$ cat src/rtl/cpu_controller.sv
// cpu_controller: instruction register, decoder and control sequencer for the
// Simple RISC Machine datapath. It latches a 16-bit instruction and then steps
// through the datapath strobes for MOV and ALU instructions, one phase per cycle.
//
// state       | meaning
// ------------+-------------------------------------------------------------
// S_WAIT      | idle; waiting=1; load updates the IR; start begins execution
// S_DECODE    | classify the IR; no strobes asserted
// S_WRITE_IMM | write sximm8 into Rn
// S_GET_A     | read Rn into A
// S_GET_B     | read Rm into B
// S_OPERATE   | shift/ALU; load C (except CMP) and status (ALU class only)
// S_WRITE_REG | write C into Rd
//
// The control outputs are registered. Their next values are decoded from the
// next state and the next IR value, so each output is valid for the whole
// cycle its state is active and depends only on that state and the IR.
module cpu_controller (
  input  logic        clk,
  input  logic        rst_n,
  input  logic [15:0] instr,
  input  logic        load,
  input  logic        start,
  output logic        waiting,
  output logic [2:0]  w_addr,
  output logic [2:0]  r_addr,
  output logic        w_en,
  output logic [1:0]  wb_sel,
  output logic        en_A,
  output logic        en_B,
  output logic        en_C,
  output logic        en_status,
  output logic        sel_A,
  output logic        sel_B,
  output logic [1:0]  shift_op,
  output logic [1:0]  ALU_op,
  output logic [15:0] sximm8,
  output logic [15:0] sximm5
);

  typedef enum logic [2:0] {
    S_WAIT      = 3'd0,
    S_DECODE    = 3'd1,
    S_WRITE_IMM = 3'd2,
    S_GET_A     = 3'd3,
    S_GET_B     = 3'd4,
    S_OPERATE   = 3'd5,
    S_WRITE_REG = 3'd6
  } state_t;

  localparam logic [2:0] OP_MOV = 3'b110;
  localparam logic [2:0] OP_ALU = 3'b101;

  localparam logic [1:0] SUB_MOV_IMM = 2'b10;
  localparam logic [1:0] SUB_MOV_REG = 2'b00;
  localparam logic [1:0] SUB_CMP     = 2'b01;
  localparam logic [1:0] SUB_MVN     = 2'b11;

  localparam logic [1:0] WB_C      = 2'b00;
  localparam logic [1:0] WB_SXIMM8 = 2'b10;

  state_t      state_q, state_d;
  logic [15:0] ir_q, ir_d;

  logic        waiting_q, waiting_d;
  logic [2:0]  w_addr_q, w_addr_d;
  logic [2:0]  r_addr_q, r_addr_d;
  logic        w_en_q, w_en_d;
  logic [1:0]  wb_sel_q, wb_sel_d;
  logic        en_a_q, en_a_d;
  logic        en_b_q, en_b_d;
  logic        en_c_q, en_c_d;
  logic        en_status_q, en_status_d;
  logic        sel_a_q, sel_a_d;
  logic [1:0]  shift_op_q, shift_op_d;
  logic [1:0]  alu_op_q, alu_op_d;

  // Fields of the current IR, used to pick the path out of DECODE.
  logic [2:0] cur_op;
  logic [1:0] cur_sub;
  logic       cur_mov_imm, cur_mov_reg, cur_alu, cur_needs_a;

  // Fields of the next IR, used to decode the registered outputs.
  logic [2:0] nxt_op;
  logic [1:0] nxt_sub;
  logic [2:0] nxt_rn, nxt_rd, nxt_rm;
  logic [1:0] nxt_sh;
  logic       nxt_mov_reg, nxt_cmp;

  // Instruction classification for sequencing.
  always_comb begin
    cur_op      = ir_q[15:13];
    cur_sub     = ir_q[12:11];
    cur_mov_imm = (cur_op == OP_MOV) && (cur_sub == SUB_MOV_IMM);
    cur_mov_reg = (cur_op == OP_MOV) && (cur_sub == SUB_MOV_REG);
    cur_alu     = (cur_op == OP_ALU);
    // MVN is single-operand and skips the A read, like MOV reg.
    cur_needs_a = cur_alu && (cur_sub != SUB_MVN);
  end

  // Next state and IR capture; load and start only act while idle.
  always_comb begin
    state_d = state_q;
    ir_d    = ir_q;
    case (state_q)
      S_WAIT: begin
        if (load)  ir_d    = instr;
        if (start) state_d = S_DECODE;
      end
      S_DECODE: begin
        if (cur_mov_imm)                  state_d = S_WRITE_IMM;
        else if (cur_needs_a)             state_d = S_GET_A;
        else if (cur_mov_reg || cur_alu)  state_d = S_GET_B;
        else                              state_d = S_WAIT;
      end
      S_WRITE_IMM: state_d = S_WAIT;
      S_GET_A:     state_d = S_GET_B;
      S_GET_B:     state_d = S_OPERATE;
      S_OPERATE: begin
        if (cur_alu && (cur_sub == SUB_CMP)) state_d = S_WAIT;
        else                                 state_d = S_WRITE_REG;
      end
      S_WRITE_REG: state_d = S_WAIT;
      default:     state_d = S_WAIT;
    endcase
  end

  // Field extraction from the IR value that will be live next cycle.
  always_comb begin
    nxt_op      = ir_d[15:13];
    nxt_sub     = ir_d[12:11];
    nxt_rn      = ir_d[10:8];
    nxt_rd      = ir_d[7:5];
    nxt_sh      = ir_d[4:3];
    nxt_rm      = ir_d[2:0];
    nxt_mov_reg = (nxt_op == OP_MOV) && (nxt_sub == SUB_MOV_REG);
    nxt_cmp     = (nxt_op == OP_ALU) && (nxt_sub == SUB_CMP);
  end

  // Output decode for the state being entered; everything defaults to 0.
  always_comb begin
    waiting_d   = (state_d == S_WAIT);
    w_addr_d    = 3'd0;
    r_addr_d    = 3'd0;
    w_en_d      = 1'b0;
    wb_sel_d    = 2'b00;
    en_a_d      = 1'b0;
    en_b_d      = 1'b0;
    en_c_d      = 1'b0;
    en_status_d = 1'b0;
    sel_a_d     = 1'b0;
    shift_op_d  = 2'b00;
    alu_op_d    = 2'b00;
    case (state_d)
      S_WRITE_IMM: begin
        w_en_d   = 1'b1;
        wb_sel_d = WB_SXIMM8;
        w_addr_d = nxt_rn;
      end
      S_GET_A: begin
        r_addr_d = nxt_rn;
        en_a_d   = 1'b1;
      end
      S_GET_B: begin
        r_addr_d = nxt_rm;
        en_b_d   = 1'b1;
      end
      S_OPERATE: begin
        shift_op_d = nxt_sh;
        if (nxt_mov_reg) begin
          // MOV reg passes B through the ALU as 0 + B.
          sel_a_d  = 1'b1;
          alu_op_d = 2'b00;
        end else begin
          alu_op_d    = nxt_sub;
          en_status_d = 1'b1;
        end
        // CMP only updates status; C keeps its previous value.
        en_c_d = !nxt_cmp;
      end
      S_WRITE_REG: begin
        w_en_d   = 1'b1;
        wb_sel_d = WB_C;
        w_addr_d = nxt_rd;
      end
      default: ;
    endcase
  end

  // State, IR and registered control outputs with synchronous reset.
  always_ff @(posedge clk) begin
    if (!rst_n) begin
      state_q     <= S_WAIT;
      ir_q        <= 16'h0000;
      waiting_q   <= 1'b1;
      w_addr_q    <= 3'd0;
      r_addr_q    <= 3'd0;
      w_en_q      <= 1'b0;
      wb_sel_q    <= 2'b00;
      en_a_q      <= 1'b0;
      en_b_q      <= 1'b0;
      en_c_q      <= 1'b0;
      en_status_q <= 1'b0;
      sel_a_q     <= 1'b0;
      shift_op_q  <= 2'b00;
      alu_op_q    <= 2'b00;
    end else begin
      state_q     <= state_d;
      ir_q        <= ir_d;
      waiting_q   <= waiting_d;
      w_addr_q    <= w_addr_d;
      r_addr_q    <= r_addr_d;
      w_en_q      <= w_en_d;
      wb_sel_q    <= wb_sel_d;
      en_a_q      <= en_a_d;
      en_b_q      <= en_b_d;
      en_c_q      <= en_c_d;
      en_status_q <= en_status_d;
      sel_a_q     <= sel_a_d;
      shift_op_q  <= shift_op_d;
      alu_op_q    <= alu_op_d;
    end
  end

  assign waiting   = waiting_q;
  assign w_addr    = w_addr_q;
  assign r_addr    = r_addr_q;
  assign w_en      = w_en_q;
  assign wb_sel    = wb_sel_q;
  assign en_A      = en_a_q;
  assign en_B      = en_b_q;
  assign en_C      = en_c_q;
  assign en_status = en_status_q;
  assign sel_A     = sel_a_q;
  // The decoded instruction set never uses the immediate B operand.
  assign sel_B     = 1'b0;
  assign shift_op  = shift_op_q;
  assign ALU_op    = alu_op_q;

  assign sximm8 = {{8{ir_q[7]}}, ir_q[7:0]};
  assign sximm5 = {{11{ir_q[4]}}, ir_q[4:0]};

endmodule
$ cat config.mk
export PLATFORM = sky130hd
export DESIGN_NAME = cpu_controller
export DESIGN_NICKNAME = d
export VERILOG_FILES = /design/src/rtl/cpu_controller.sv
export SDC_FILE = /design/constraint.sdc
export NUM_CORES = 1
export LEC_CHECK = 0
export CORE_MARGIN = 4
export CORE_UTILIZATION = 38
export CTS_CLUSTER_SIZE = 10
export DETAILED_ROUTE_END_ITERATION = 8
export PLACE_DENSITY_LB_ADDON = 0.2
export SYNTH_ARGS = -nofsm -noshare
export SYNTH_HDL_FRONTEND = slang
export SYNTH_SLANG_ARGS = --single-unit
$ cat constraint.sdc
create_clock -name clk -period 1.45 [get_ports clk]
set_input_delay 0.2175 -clock clk [delete_from_list [all_inputs] [get_ports clk]]
set_output_delay 0.2175 -clock clk [all_outputs]
set_load 0.01 [all_outputs]
== After elaboration in Yosys (flattened, before gate mapping) ==
Cells that the tools add are included.

* Word-level logic and storage cells: 64
* Register bits: 38
* Output and inout bits: 52

* Reduce and logical (&&, ||, !) cells: 15
* Bitwise logic cells: 2
* Equal/unequal tests: 17
* Muxes and demuxes: 16

{| class="wikitable"
|+ Operators with widths
! cell !! number
|-
| two-way mux 16 bit || 2
|-
| == test 3 bit, second input constant || 9
|-
| two-way mux 3 bit || 5
|-
| case mux 3 bit (5 select lines) || 1
|-
| case mux 3 bit (2 select lines) || 2
|-
| == test 3 x 2 -> 1 bit, second input constant || 3
|-
| logical AND 1 bit || 6
|-
| zero test 3 bit || 2
|-
| two-way mux 1 bit || 5
|-
| == test 2 x 1 -> 1 bit, second input constant || 2
|-
| zero test 2 bit || 2
|-
| == test 3 x 1 -> 1 bit, second input constant || 1
|-
| OR reduction 3 bit || 1
|-
| == test 2 bit, second input constant || 1
|-
| two-way mux 2 bit || 1
|-
| inequality test 2 bit, second input constant || 1
|-
| inverter 1 bit || 2
|-
| AND reduction 2 bit || 1
|-
| OR reduction 2 bit || 1
|-
| zero test 1 bit || 1
|-
| logical OR 1 bit || 1
|}

== Depth between registers and ports, before layout ==
* Depth after elaboration: 10
* Gate-level depth with buffers: 6
* Gate-level depth less buffers: 4

== Least setup slack after synthesis ==
OpenSTA, ideal clock, no wires.

* Kind: reg-to-reg
* Start point: register ir_q[11]
* End point: register wb_sel_q[1] (netlist: wb_sel[1])
* Arrival: 1,473 ps
* Slack: -110 ps
* Cell stages (with the launch flop): 6
* Required time: 1,363 ps
* Path buffers: 1
* Setup time: 87 ps
* Cells stage by stage: dfxtp_1 buf_6 and4b_1 a221o_1 a22oi_4 nor4b_4

* Longest elaborated chain between the ends: 9
* Elaborated cells between the ends (all ways): 16

{| class="wikitable"
|+ RTL lines
! what !! line !! source
|-
| start: declaration || 63 || <nowiki>logic [15:0] ir_q, ir_d;</nowiki>
|-
| start signal: assignment || 209 || <nowiki>ir_q <= ir_d;</nowiki>
|-
| zero test 2 bit || 95 || <nowiki>cur_mov_reg = (cur_op == OP_MOV) && (cur_sub == SUB_MOV_REG);</nowiki>
|-
| logical AND 1 bit || 95 ||
|-
| logical OR 1 bit || 113 || <nowiki>else if (cur_mov_reg || cur_alu) state_d = S_GET_B;</nowiki>
|-
| two-way mux 3 bit || 113 ||
|-
| two-way mux 3 bit || 112 || <nowiki>else if (cur_needs_a) state_d = S_GET_A;</nowiki>
|-
| two-way mux 3 bit || 111 || <nowiki>if (cur_mov_imm) state_d = S_WRITE_IMM;</nowiki>
|-
| case mux 3 bit (5 select lines) * || 105 || <nowiki>case (state_q)</nowiki>
|-
| == test 3 x 2 -> 1 bit * || 154 || <nowiki>case (state_d)</nowiki>
|-
| two-way mux 2 bit * || 154 ||
|-
| end signal: assignment || 214 || <nowiki>wb_sel_q <= wb_sel_d;</nowiki>
|-
| end: declaration || 69 || <nowiki>logic [1:0] wb_sel_q, wb_sel_d;</nowiki>
|}

Every way passes the cells marked *; elsewhere a longest branch is shown, timed or not.
A chain may end at the register's enable or synchronous reset.

== Worst setup path in the final report ==
* Start point: register state_q[1]
* End point: register shift_op_q[1] (netlist: shift_op[1])

* Longest elaborated chain between the ends: 4
* Elaborated cells between the ends (all ways): 10

{| class="wikitable"
|+ RTL lines
! what !! line !! source
|-
| start: declaration || 62 || <nowiki>state_t state_q, state_d;</nowiki>
|-
| start signal: assignment || 208 || <nowiki>state_q <= state_d;</nowiki>
|-
| == test 3 bit (tied with other cells) || 105 ||
|-
| case mux 3 bit (5 select lines) || 105 ||
|-
| == test 3 bit || 154 ||
|-
| AND reduction 2 bit (no line) || - ||
|-
| end signal: assignment || 220 || <nowiki>shift_op_q <= shift_op_d;</nowiki>
|-
| end: declaration || 75 || <nowiki>logic [1:0] shift_op_q, shift_op_d;</nowiki>
|}

Several ways; a longest one is shown, not always the timed one.

==> run metrics <==
Die Area=5600 sq um; vias in the first global route=1,478; Mapped Cells=180; drt first pass iters=4; Hold-fix buffers, CTS=0; die height=74.8 um; Final Power=2.22 mW; routed wire length=4510 um; H-tree level count=2; Synth cell types=43; Worst path max stage delay=0.35 ns; Num CTS Buffers=5; GPL Wtd Cong=0.872; Port Buffers=69; setup_tns=-0.774 ns; CP top delay family=simple AND/OR/NAND/NOR gates; post-route minimum period=1.53 ns; Worst Hold Class=reg -> reg; Yosys top cell by area=dfxtp_1; max_cap viols=0; Antenna Nets Post-Route=0; Worst EP arrival=1.69 ns; Clk pin slew, worst setup/hold paths=0.07 ns; warnings from Yosys=0; failing checks=negative setup slack; Filler Cell Count=351; largest net degree at the start of global routing=15; DR WL/cell=14.7 um; ys flop type=dfxtp_1; Post-synth EDFFs=0; status=finished with violations; CP max FO=6; Root Driver=clkbuf_8; DP Area=2440 sq um; post-synth top area share=43.6%; crit path cell chain=nor4b_4 > buf_6 > buf_4 > mux2i_2 > nor3_1; NumNets Final=273; Core ar.=4350 sq um; P per Cell Area=801 nW/um^2; initial antenna violation count=0; Final setup violation count=21; critical path type=reg -> reg; register area=764 sq um; CTS tree=yes; crit share post-route=106%; CTS max path bufs=2; io pins=72; Final Core Density=63.5%; final std cells w/o fill=306; Overall Global Routing Usage=16.4%; hold_ws=0.483 ns; Seq/Total Area, Yosys=43.6%; P&R area growth vs syn=62.9%; clock skew=0.00364 ns; Synth Area per Inst=9.43 sq um; die width=74.8 um; Antenna Diode Count=0; num rows=24; Data required, critical path=1.61 ns; final instance area=2770 sq um; first-pass GRT wire length=6890 um; Crit-path slowest cell=dfxtp_2; DRC errors left=0; synthesized flop and latch total=37; Max VDD drop=0.619 mV; Final Max Tran Viols=0; hpwl dp=3380 um; vias per inst=4.90; DR iter-0 viols=57; final worst slack=-0.0806 ns; leakage power=1.28 nW; Buf/Inv on CP=2; RSZ-0062 raised after global routing=yes; area occupied by multi-input gates=822 sq um; GRT overflow=0; layout cells sized above 1=33.1%; worst slack at placement=-0.383 ns; Final Hold Viols=0; DP Cell Count=292; Initial Util=39.0%; Clock Sink Count=37; Clock Latency Late Sink=0.28 ns; Netlist Area Pre-Place=1700 sq um; startpoint types=register; DR vias=1,499; Async S/R FF share, synth=0%; dominant cells by area after synthesis=dfxtp_1, buf_4, mux2i_1; Max Freq=653 MHz; CP Capture Type=register
## worst min-delay path, cell delays in order, from the launching register on
cell and delay (ns):
dfxtp_2 0.34, nand2_1 0.05, a21oi_1 0.06
## cell type report
type	instances	share of cell area, %
Clock buffer	8	2.89
Inverter	4	0.543
Multi-Input combinational cell	99	29.7
Sequential cell	37	27.6
Tap cell	52	2.35
Timing Repair Buffer	106	36.9
## layer usage
| layer | GRT usage [%] | wire length, um | vias to the layer above |
|---|---|---|---|
| li1 | - | - | 728 |
| met1 | 18.6 | 1840 | 708 |
| met2 | 28.9 | 2300 | 54 |
| met3 | 4.81 | 293 | 9 |
| met4 | 6.13 | 82 | 0 |
| met5 | 0 | 0 | - |
## cells in the final DEF, fill, tap and decap left out, types with 3 or more instances in the layout
| cell | count |
|---|---|
| clkbuf_1 | 3 |
| dfxtp_1 | 28 |
| nor3_1 | 6 |
| dfxtp_4 | 5 |
| nand3b_1 | 3 |
| dlygate4sd2_1 | 15 |
| buf_4 | 32 |
| mux2i_2 | 5 |
| nand3_1 | 4 |
| buf_12 | 3 |
| mux2i_4 | 3 |
| dlymetal6s2s_1 | 10 |
| clkbuf_8 | 5 |
| dfxtp_2 | 4 |
| clkdlybuf4s50_1 | 44 |
| a21oi_1 | 7 |
| nor2_1 | 14 |
| nand2_1 | 17 |
| inv_1 | 4 |
## synth_stat cells (all sizes together) (2+ instances only)
library cell  number
o32ai              2
nor3               8
a21oi              7
nor3b              2
inv                4
dfxtp             37
buf               38
a31o               3
nor4b              2
nor2b              2
mux2i              8
nand3              4
nor2              15
nand2             19
a22oi              2
clkbuf             3
nand3b             3
mux2               2
## repair_timing
| action | in CTS | in global routing |
|---|---|---|
| pin swaps | 4 | 2 |
| gates resized for setup | 51 | 24 |
| buffers inserted | 3 | 2 |
| gates cloned | 1 | 0 |
| setup endpoints to repair | 41 | 36 |
## flip-flops by register name, summed over array words and instances, names as in the netlist
name and count:
w_en 1, en_B 1, en_A 1, waiting 1, en_status 1, ir_q 16, r_addr 3, sel_A 1
w_addr 3, ALU_op 2, state_q 3, shift_op 2, en_C 1, wb_sel 1
## worst paths after layout
kind / startpoint / to / slack [ns] / cells after the start
max: state_q[1] / shift_op[1] / -0.08 / 5
min: ir_q[14] / ir_q[14] / 0.48 / 2
max reg2reg: state_q[1] / shift_op[1] / -0.08 / 5
min reg2reg: ir_q[14] / ir_q[14] / 0.48 / 2
## cell families after synthesis
group | after synthesis | synth area share [%]
AOI/OAI and AO/OA | 25 | 12.0
buffers and inverters | 45 | 18.4
DFF | 37 | 43.6
muxes | 10 | 6.04
other | 1 | 0.221
and+or+nand+nor | 62 | 19.7
## where the power goes
part           internal (mW)  total, mW  switching, mW
clock                  0.341      0.671          0.329
combinational          0.263      0.464          0.201
sequential              1.05       1.08         0.0353
total                   1.65       2.22          0.566
(Power assumes the default switching activity.)
